## src/rtl/alu_ctrl_seq.sv

```systemverilog
// Execute-stage ALU control decoder with an optional iterative RV32M
// multiply/divide sequencer that stalls the pipeline while it runs.
module alu_ctrl_seq #(
    parameter int unsigned WIDTH    = 32,
    parameter bit          ENABLE_M = 1'b1
) (
    input  logic             clk,
    input  logic             rst_n,
    input  logic [6:0]       op,
    input  logic [1:0]       aluop,
    input  logic [2:0]       funct3,
    input  logic [6:0]       funct7,
    input  logic             valid_i,
    input  logic             flush,
    input  logic [WIDTH-1:0] src_a,
    input  logic [WIDTH-1:0] src_b,
    output logic [3:0]       alucontrol,
    output logic             md_sel,
    output logic             stall,
    output logic             md_valid,
    output logic [WIDTH-1:0] md_result
);
    localparam int unsigned CW = $clog2(WIDTH + 1);
    localparam int unsigned PW = 2 * WIDTH;

    localparam logic [3:0] ALU_ADD  = 4'b0000;
    localparam logic [3:0] ALU_SUB  = 4'b0001;
    localparam logic [3:0] ALU_AND  = 4'b0010;
    localparam logic [3:0] ALU_OR   = 4'b0011;
    localparam logic [3:0] ALU_XOR  = 4'b0100;
    localparam logic [3:0] ALU_SLT  = 4'b0101;
    localparam logic [3:0] ALU_SLTU = 4'b0110;
    localparam logic [3:0] ALU_SLL  = 4'b0111;
    localparam logic [3:0] ALU_SRL  = 4'b1000;
    localparam logic [3:0] ALU_SRA  = 4'b1001;
    localparam logic [3:0] ALU_PASB = 4'b1010;
    localparam logic [3:0] ALU_ILL  = 4'b1111;

    localparam logic [WIDTH-1:0] MIN_NEG = {1'b1, {(WIDTH-1){1'b0}}};

    typedef enum logic [1:0] {IDLE = 2'd0, BUSY = 2'd1, DONE = 2'd2} state_t;

    state_t           state, state_nxt;
    logic [CW-1:0]    count;
    logic [WIDTH-1:0] acc, lo, mb;
    logic [2:0]       f3;
    logic             res_neg;

    logic             m_op, is_md, start, abort, last_step;
    logic             signed_a, signed_b, a_neg, b_neg;
    logic [WIDTH-1:0] a_mag, b_mag;
    logic             div_zero, div_ovf, special;
    logic [WIDTH-1:0] special_res;

    assign m_op   = (aluop == 2'b10) && (op == 7'b0110011) && (funct7 == 7'b0000001);
    assign is_md  = ENABLE_M && m_op;
    assign md_sel = is_md;

    // ALU operation select from instruction class and function fields
    always_comb begin
        alucontrol = ALU_ILL;
        unique case (aluop)
            2'b00: alucontrol = ALU_ADD;
            2'b01: alucontrol = ALU_SUB;
            2'b11: alucontrol = ALU_PASB;
            default: begin
                unique case (funct3)
                    3'b000:  alucontrol = (op[5] && funct7[5]) ? ALU_SUB : ALU_ADD;
                    3'b001:  alucontrol = ALU_SLL;
                    3'b010:  alucontrol = ALU_SLT;
                    3'b011:  alucontrol = ALU_SLTU;
                    3'b100:  alucontrol = ALU_XOR;
                    3'b101:  alucontrol = funct7[5] ? ALU_SRA : ALU_SRL;
                    3'b110:  alucontrol = ALU_OR;
                    default: alucontrol = ALU_AND;
                endcase
            end
        endcase
        if (m_op) begin
            alucontrol = ALU_ILL;
        end
    end

    // Operand signedness, magnitudes and early-resolved divide cases
    assign signed_a = (funct3 == 3'b001) || (funct3 == 3'b010) ||
                      (funct3 == 3'b100) || (funct3 == 3'b110);
    assign signed_b = (funct3 == 3'b001) || (funct3 == 3'b100) || (funct3 == 3'b110);
    assign a_neg    = signed_a && src_a[WIDTH-1];
    assign b_neg    = signed_b && src_b[WIDTH-1];
    assign a_mag    = a_neg ? -src_a : src_a;
    assign b_mag    = b_neg ? -src_b : src_b;
    assign div_zero = funct3[2] && (src_b == '0);
    assign div_ovf  = funct3[2] && !funct3[0] && (src_a == MIN_NEG) && (src_b == '1);
    assign special  = div_zero || div_ovf;

    always_comb begin
        special_res = '0;
        if (div_zero) begin
            special_res = funct3[1] ? src_a : '1;
        end else begin
            special_res = funct3[1] ? '0 : src_a;
        end
    end

    assign start     = (state == IDLE) && valid_i && is_md && !flush;
    assign abort     = !valid_i || flush;
    assign last_step = (count == CW'(1));

    // State register
    always_ff @(posedge clk or negedge rst_n) begin
        if (!rst_n) begin
            state <= IDLE;
        end else begin
            state <= state_nxt;
        end
    end

    // Next-state and handshake outputs
    always_comb begin
        state_nxt = state;
        stall     = 1'b0;
        md_valid  = 1'b0;
        unique case (state)
            IDLE: begin
                if (start) begin
                    state_nxt = special ? DONE : BUSY;
                end
            end
            BUSY: begin
                if (abort) begin
                    state_nxt = IDLE;
                end else if (last_step) begin
                    state_nxt = DONE;
                end
            end
            default: begin
                state_nxt = IDLE;
                md_valid  = valid_i && !flush;
            end
        endcase
        stall = valid_i && is_md && (state != DONE) && !flush;
    end

    // One radix-2 step: shift-add multiply or restoring divide
    logic [WIDTH:0]   mul_sum, div_shift;
    logic             div_ge;
    logic [WIDTH-1:0] acc_step, lo_step;

    always_comb begin
        mul_sum   = {1'b0, acc} + (lo[0] ? {1'b0, mb} : '0);
        div_shift = {acc, lo[WIDTH-1]};
        div_ge    = (div_shift >= {1'b0, mb});
        if (f3[2]) begin
            acc_step = div_ge ? WIDTH'(div_shift - {1'b0, mb}) : div_shift[WIDTH-1:0];
            lo_step  = {lo[WIDTH-2:0], div_ge};
        end else begin
            acc_step = mul_sum[WIDTH:1];
            lo_step  = {mul_sum[0], lo[WIDTH-1:1]};
        end
    end

    // Sign fix-up and result selection on the final step
    logic [PW-1:0]    prod, prod_fix;
    logic [WIDTH-1:0] div_sel, div_fix, final_res;

    always_comb begin
        prod      = {acc_step, lo_step};
        prod_fix  = res_neg ? -prod : prod;
        div_sel   = f3[1] ? acc_step : lo_step;
        div_fix   = res_neg ? -div_sel : div_sel;
        final_res = div_fix;
        if (!f3[2]) begin
            final_res = (f3[1:0] == 2'b00) ? prod_fix[WIDTH-1:0] : prod_fix[PW-1:WIDTH];
        end
    end

    // Sequencer datapath registers and result holding register
    always_ff @(posedge clk or negedge rst_n) begin
        if (!rst_n) begin
            count     <= '0;
            acc       <= '0;
            lo        <= '0;
            mb        <= '0;
            f3        <= '0;
            res_neg   <= 1'b0;
            md_result <= '0;
        end else if (start) begin
            f3      <= funct3;
            res_neg <= (funct3 == 3'b110) ? a_neg : (a_neg ^ b_neg);
            acc     <= '0;
            lo      <= a_mag;
            mb      <= b_mag;
            count   <= special ? '0 : CW'(WIDTH);
            if (special) begin
                md_result <= special_res;
            end
        end else if (state == BUSY) begin
            if (abort) begin
                count <= '0;
            end else begin
                acc   <= acc_step;
                lo    <= lo_step;
                count <= count - CW'(1);
                if (last_step) begin
                    md_result <= final_res;
                end
            end
        end
    end

endmodule

```

## config.mk

```make
export PLATFORM = sky130hd
export DESIGN_NAME = alu_ctrl_seq
export DESIGN_NICKNAME = d
export VERILOG_FILES = /design/src/rtl/alu_ctrl_seq.sv
export SDC_FILE = /design/constraint.sdc
export NUM_CORES = 1
export LEC_CHECK = 0
export ABC_CLOCK_PERIOD_IN_PS = 6900
export CAP_MARGIN = 20
export CORE_MARGIN = 1
export CORE_UTILIZATION = 50
export CTS_CLUSTER_SIZE = 25
export DETAILED_ROUTE_END_ITERATION = 6
export PLACE_DENSITY = 0.7
export SYNTH_ARGS = -nofsm -noshare
export SYNTH_HDL_FRONTEND = slang
export SYNTH_SLANG_ARGS = --single-unit
```

## constraint.sdc

```tcl
create_clock -name clk -period 6.9 [get_ports clk]
set_input_delay 1.725 -clock clk [delete_from_list [all_inputs] [get_ports clk]]
set_output_delay 1.725 -clock clk [all_outputs]
set_load 0.03 [all_outputs]
```

Word-level counts from Yosys, hierarchy flattened
Index checks and enable logic that the tools add are counted.
{"block": "word_totals", "word_cells": 115, "input_bits": 87, "reg_bits": 140, "output_inout_bits": 39}
{"block": "op_classes", "eq_ne": 20, "bitwise_logic": 1, "n_addsub": 7, "order_cmp": 1, "n_mux": 41, "n_reduce_logical": 37}
{"operator": "two-way mux 32 bit", "count": 24}
{"operator": "negation 32 bit", "count": 3}
{"operator": "== test 32 bit (second input constant)", "count": 2}
{"operator": "two-way mux 64 bit", "count": 1}
{"operator": "negation 64 bit", "count": 1}
{"operator": "adder 32 x 32 -> 33 bit", "count": 1}
{"operator": "greater-or-equal comparator 33 x 32 -> 1 bit", "count": 1}
{"operator": "logical NOT 32 bit", "count": 1}
{"operator": "subtractor 32 bit", "count": 1}
{"operator": "case mux 4 bit (7 select lines)", "count": 1}
{"operator": "two-way mux 6 bit", "count": 4}
{"operator": "logical AND 1 bit", "count": 16}
{"operator": "case mux 4 bit (3 select lines)", "count": 1}
{"operator": "== test 3 bit (second input constant)", "count": 3}
{"operator": "two-way mux 2 bit", "count": 4}
{"operator": "== test 7 x 1 -> 1 bit (second input constant)", "count": 1}
{"operator": "== test 7 x 6 -> 1 bit (second input constant)", "count": 1}
{"operator": "logical OR 1 bit", "count": 7}
{"operator": "== test 3 x 2 -> 1 bit (second input constant)", "count": 2}
{"operator": "== test 6 x 1 -> 1 bit (second input constant)", "count": 1}
{"operator": "logical NOT 2 bit", "count": 3}
{"operator": "inequality test 2 bit (second input constant)", "count": 3}
{"operator": "subtractor 6 x 1 -> 6 bit (second input constant)", "count": 1}
{"operator": "== test 2 x 1 -> 1 bit (second input constant)", "count": 2}
{"operator": "other kinds (14)", "count": 22}

Longest topological paths before layout
{"block": "logic_depth", "ltp_word": 11, "ltp_mapped": 27, "ltp_nobuf": 21}

Worst setup path before layout
Ideal clock, no wire load.
{"block": "synth_timing", "kind": "flip-flop to flip-flop", "start": "reg acc[19]", "end": "reg md_result[22]", "stages_incl_launch_ff": 26, "n_path_buf": 5, "slack_ps": 1841, "t_required_ps": 6774, "setup_time_ps": 126, "synth_period_minus_slack_ps": 5059, "arrival_time_ps": 4933, "path_cell_list": "dfrtp_1 ha_1 buf_2 a21oi_1 o21ai_1 a2111oi_4 a31oi_4 a21oi_2 buf_6 buf_2 buf_2 buf_1 mux2i_1 nor2_1 nor2_1 nand2_1 o21ai_0 ha_1 o21a_1 o21ai_0 nor2_1 nand3_1 o41ai_1 xnor2_1 o21ai_0 a221o_1"}
{"block": "synth_between", "elab_chain_cells": 11, "elab_cells_between_ends": 17, "cone_classes": "4 x add/sub; 1 x order compare; 12 x mux"}
{"item": "start, declared", "line": "45", "source": "logic [WIDTH-1:0] acc, lo, mb;"}
{"item": "start signal, assigned", "line": "201", "source": "acc <= acc_step;"}
{"item": "subtractor 32 bit or greater-or-equal comparator 33 x 32 -> 1 bit (tied branches)", "line": "154, 152"}
{"item": "two-way mux 32 bit", "line": "154", "source": "acc_step = div_ge ? WIDTH'(div_shift - {1'b0, mb}) : div_shift[WIDTH-1:0];"}
{"item": "two-way mux 32 bit", "line": "153", "source": "if (f3[2]) begin"}
{"item": "negation 64 bit or two-way mux 32 bit (tied branches)", "line": "168, 169"}
{"item": "two-way mux 64 bit or negation 32 bit (tied branches)", "line": "168, 170"}
{"item": "two-way mux 32 bit (on tied branches)", "line": "173, 170"}
{"item": "two-way mux 32 bit *", "line": "172", "source": "if (!f3[2]) begin"}
{"item": "two-way mux 32 bit *", "line": "204", "source": "if (last_step) begin"}
{"item": "two-way mux 32 bit *", "line": "198", "source": "if (abort) begin"}
{"item": "two-way mux 32 bit *", "line": "197", "source": "end else if (state == BUSY) begin"}
{"item": "two-way mux 32 bit *", "line": "187", "source": "end else if (start) begin"}
{"item": "end signal, assigned", "line": "195", "source": "md_result <= special_res;"}
{"item": "end signal, assigned", "line": "205", "source": "md_result <= final_res;"}
{"item": "end, declared", "line": "21", "source": "output logic [WIDTH-1:0] md_result"}
Every way passes the cells marked *; elsewhere a longest branch is shown, timed or not. The select of a mux whose other input is x is not followed.
A chain may end at the register's enable or synchronous reset.

Worst setup path in the final report
{"block": "layout_timing", "start": "reg mb[30]", "end": "reg md_result[24]"}
{"block": "layout_between", "elab_chain_cells": 11, "elab_cells_between_ends": 15, "cone_classes": "2 x add/sub; 1 x order compare; 12 x mux"}
{"item": "start, declared", "line": "45"}
{"item": "start signal, assigned", "line": "192", "source": "mb <= b_mag;"}
{"item": "greater-or-equal comparator 33 x 32 -> 1 bit *", "line": "152", "source": "div_ge = (div_shift >= {1'b0, mb});"}
{"item": "two-way mux 32 bit", "line": "154"}
{"item": "two-way mux 32 bit", "line": "153"}
{"item": "negation 64 bit or two-way mux 32 bit (tied branches)", "line": "168, 169"}
{"item": "two-way mux 64 bit or negation 32 bit (tied branches)", "line": "168, 170"}
{"item": "two-way mux 32 bit (on tied branches)", "line": "173, 170"}
{"item": "two-way mux 32 bit *", "line": "172"}
{"item": "two-way mux 32 bit *", "line": "204"}
{"item": "two-way mux 32 bit *", "line": "198"}
{"item": "two-way mux 32 bit *", "line": "197"}
{"item": "two-way mux 32 bit *", "line": "187"}
Marks and branches as above.

==> flow_summary.yaml <==
cts:
  cts_setup_buffers: 0
  numCtsBuffers: 17
  ctsResizeCount: 0
  clock_sinks: 140
  clockBufferDepth: 2
  cts_tree: "done"
  cts_root_buf: "clkbuf_16"
  cts_hold_buf: 0
  htree_levels: 4
  clk_pin_slew_ns: 0.07
  clk_latency_ns: 0.47
route:
  wl_mm: 66.7
  dr.pass1.iters: 6
  route.detailed.drc: 0
  vias_per_cell: 6.67
  drt-wirelength-per-cell_um: 23.2
  initialDrtViolationCount: 2397
  ant_nets: 0
  vias: 19166
final_layout:
  antennaDiodeCount: 0
  nets: 2572
  fin_cells: 2873
  drive_gt1_frac: 0.0685
  syn_to_final_growth_pct: 13.3
floorplanning:
  core_sq_mm: 0.0334
  dieArea_sq_mm: 0.0347
  boundaryPins: 126
  die_h_um: 186
  rows: 67
  initial_core_util: 0.507
  die_w_um: 186
synthesis:
  ys_seq_area_frac: 0.206
  yosys.area.top_type: "dfrtp_1"
  syn-instance-count: 2358
  yosys-top-cells-area: "dfrtp_1, o21ai_0, nand2_1"
  synth_edf_count: 0
  ys.warnings.count: 0
  synthArstFlopShare: 1.00
  synthFlopType: "dfrtp_1"
  ys_types: 98
  syn_area_per_cell_sq_um: 7.20
  synth_top_cell_area_share: 0.206
  syn_nets: 2518
  syn-cell-area_sq_mm: 0.0170
  ys_seq_elements: 140
placed_design:
  dp_hpwl_mm: 51.2
  port_buffers: 125
  gp_congestion: 1.02
  pre_cts_slack_ns: 1.07
  dp.cells: 2840
min_path:
  hp-class: "flop to flop"
global_routing:
  grt_pass1_wl_mm: 101
  grt_usage: 0.386
  grt_pass1_vias: 17731
  grt_max_degree: 105
  overflow: 0
  antenna_found_initial: 1
critical_path:
  cp_cell_sequence: "inv_1, ha_1, a21oi_1, o22ai_1, a2111oi_4, a31oi_4, a211oi_1, o21bai_1, ha_1, nand2_1, nor4_1, and2_1, and2_1, nand4_1, or2_1, o21ai_1, xnor2_1, a221o_1, o21ai_1"
  startpoint_type: "flop"
  rrSetupSlack_ns: 0.84
  worst-setup-path-type: "flop to flop"
  crit_family: "compound AO/OA/AOI/OAI gates"
  cp.depth: 19
  worstSetupStartpoint: "mb[30]"
  slowest_delay_ns: 0.64
  cp.arrival_ns: 6.45
  path_max_fanout: 8
  crit_slowest_cell: "nor4_1"
  endpoint: "md_result[24]"
  cp.required_ns: 7.29
  reg2reg_depth: 19
  cp_num_buf_inv: 1
  end_kind: "flop"
  rr_startpoint: "mb[30]"
  r2r-end: "md_result[24]"
pwr:
  leakagePower_nw: 8.03
  p_per_area_mw_per_mm2: 107
  ir_drop_uv: 178
sta:
  setup_tns_ns: 0
  finalClockSkew_ns: 0.0153
  fin_crit_sh: 0.879
  period_needed_ns: 6.06
  clock.fmax_ghz: 0.165
  rsz0062_at_grt: "no"
  setup_violations: 0
  worst_slew_pin_slew_ns: 1.02
  slew_headroom: 0.319
  timing.final.ws_setup_ns: 0.835
  hold_violations: 0
  slew_viol_final: 0
status:
  status: "completed"
job:
  cap_violations: 0
state kept, by name, indices dropped and copies added, names as in the netlist:
signal     cells
acc           32
count          6
f3             3
lo            32
mb            32
md_result     32
res_neg        1
state          2
how the worst min path moves through the flow:
stage                        from             to  slack, ns  depth (start not counted)
global route        md_result[10]  md_result[10]       0.52                          2
CTS                  md_result[5]   md_result[5]       0.49                          2
finish               md_result[5]   md_result[5]       0.49                          2
global placement     md_result[5]   md_result[5]       0.47                          2
detailed placement   md_result[5]   md_result[5]       0.48                          2
floorplan                  mb[10]         mb[10]       0.46                          2
tightest hold or removal path: cells and delay by family (launching register included):
family | cells | cell delay (ns)
flip-flops | 1 | 0.34
AO/OA/AOI/OAI | 1 | 0.06
AND/OR/NAND/NOR | 1 | 0.05
layer usage:
metal / vias up / track usage / wire, um
li1: 8790 / - / -
met1: 9110 / 0.503 / 26800
met2: 1053 / 0.593 / 29400
met3: 213 / 0.0728 / 6480
met4: 0 / 0.230 / 4000
met5: - / 0 / 0
Yosys cell counts, types with 9 or more instances:
| cell type | n |
|---|---|
| o21ai_0 | 227 |
| nand3_1 | 80 |
| a221o_1 | 9 |
| or3_1 | 33 |
| o21ai_1 | 14 |
| and2_1 | 45 |
| nor2_1 | 213 |
| buf_2 | 25 |
| a2111oi_0 | 9 |
| mux2i_1 | 59 |
| o21a_1 | 17 |
| nand2_1 | 279 |
| xnor2_1 | 98 |
| or2_2 | 15 |
| a21o_1 | 28 |
| o31ai_1 | 33 |
| nor2b_1 | 20 |
| a31oi_1 | 30 |
| inv_1 | 87 |
| a21oi_1 | 171 |
| o41ai_1 | 12 |
| buf_1 | 15 |
| nand4_1 | 34 |
| mux2_2 | 21 |
| o211ai_1 | 46 |
| nor4_1 | 22 |
| ha_1 | 71 |
| dfrtp_1 | 140 |
| xor2_1 | 56 |
| a211oi_1 | 44 |
| nand2b_1 | 18 |
| clkbuf_1 | 93 |
| and3_1 | 16 |
| nor3_1 | 90 |
| a221oi_1 | 18 |
kinds of logic (layout without fill, tap and decap cells):
| group | after synthesis | after routing | synth area share |
|---|---|---|---|
| flip-flops | 140 | 140 | 0.206 |
| AND/OR/NAND/NOR | 915 | 915 | 0.261 |
| XOR/XNOR | 154 | 154 | 0.0795 |
| adder cells (fa/ha/maj) | 74 | 74 | 0.0553 |
| AO/OA/AOI/OAI | 766 | 766 | 0.292 |
| multiplexers | 84 | 84 | 0.0541 |
| buffers and inverters | 225 | 292 | 0.0524 |
report_power, final:
group / internal [mW] / switching, mW / leakage (nW)
clock: 0.539 / 0.434 / 0.282
combinational: 0.113 / 0.145 / 5.84
sequential: 0.825 / 0.00919 / 1.91
cells in the final DEF, fill, tap and decap left out, types with 14 or more instances in the layout:
master and n:
a221oi_1 18, o21ai_0 227, mux2_2 21, clkdlybuf4s50_1 124, nand4_1 34, a31oi_1 30
xnor2_1 98, inv_1 86, dfrtp_1 137, ha_1 71, or3_1 32, mux2i_1 59
or2_2 15, a211oi_1 44, a21o_1 28, nor2b_1 20, o31ai_1 33, clkbuf_16 17
a21oi_1 170, nand2_1 278, o21a_1 17, nand2b_1 18, nand3_1 79, o211ai_1 46
and2_1 45, nor4_1 21, xor2_1 56, nor2_1 211, nor3_1 88, buf_4 44
and3_1 16, o21ai_1 14
cell type report:
class                      count  area, sq um
timing repair buffer         171         1620
clock inverter                14          159
clock buffer                  18          429
sequential                   140         3510
fill                        3159        14200
multi-input combinational   1993        12600
inverter                      89          334
tap                          448          561
through the flow:
step,util,hold slack (ns),power (mW),instance area [sq um]
finish,0.575,0.487,2.07,19200
detailed placement,0.557,0.477,1.10,18600
global placement,0.556,0.468,1.10,18600
global route,0.575,0.520,2.12,19200
floorplan,-,0.463,0.972,17000
CTS,0.574,0.493,2.06,19200
Power figures use the tool's default switching activity.
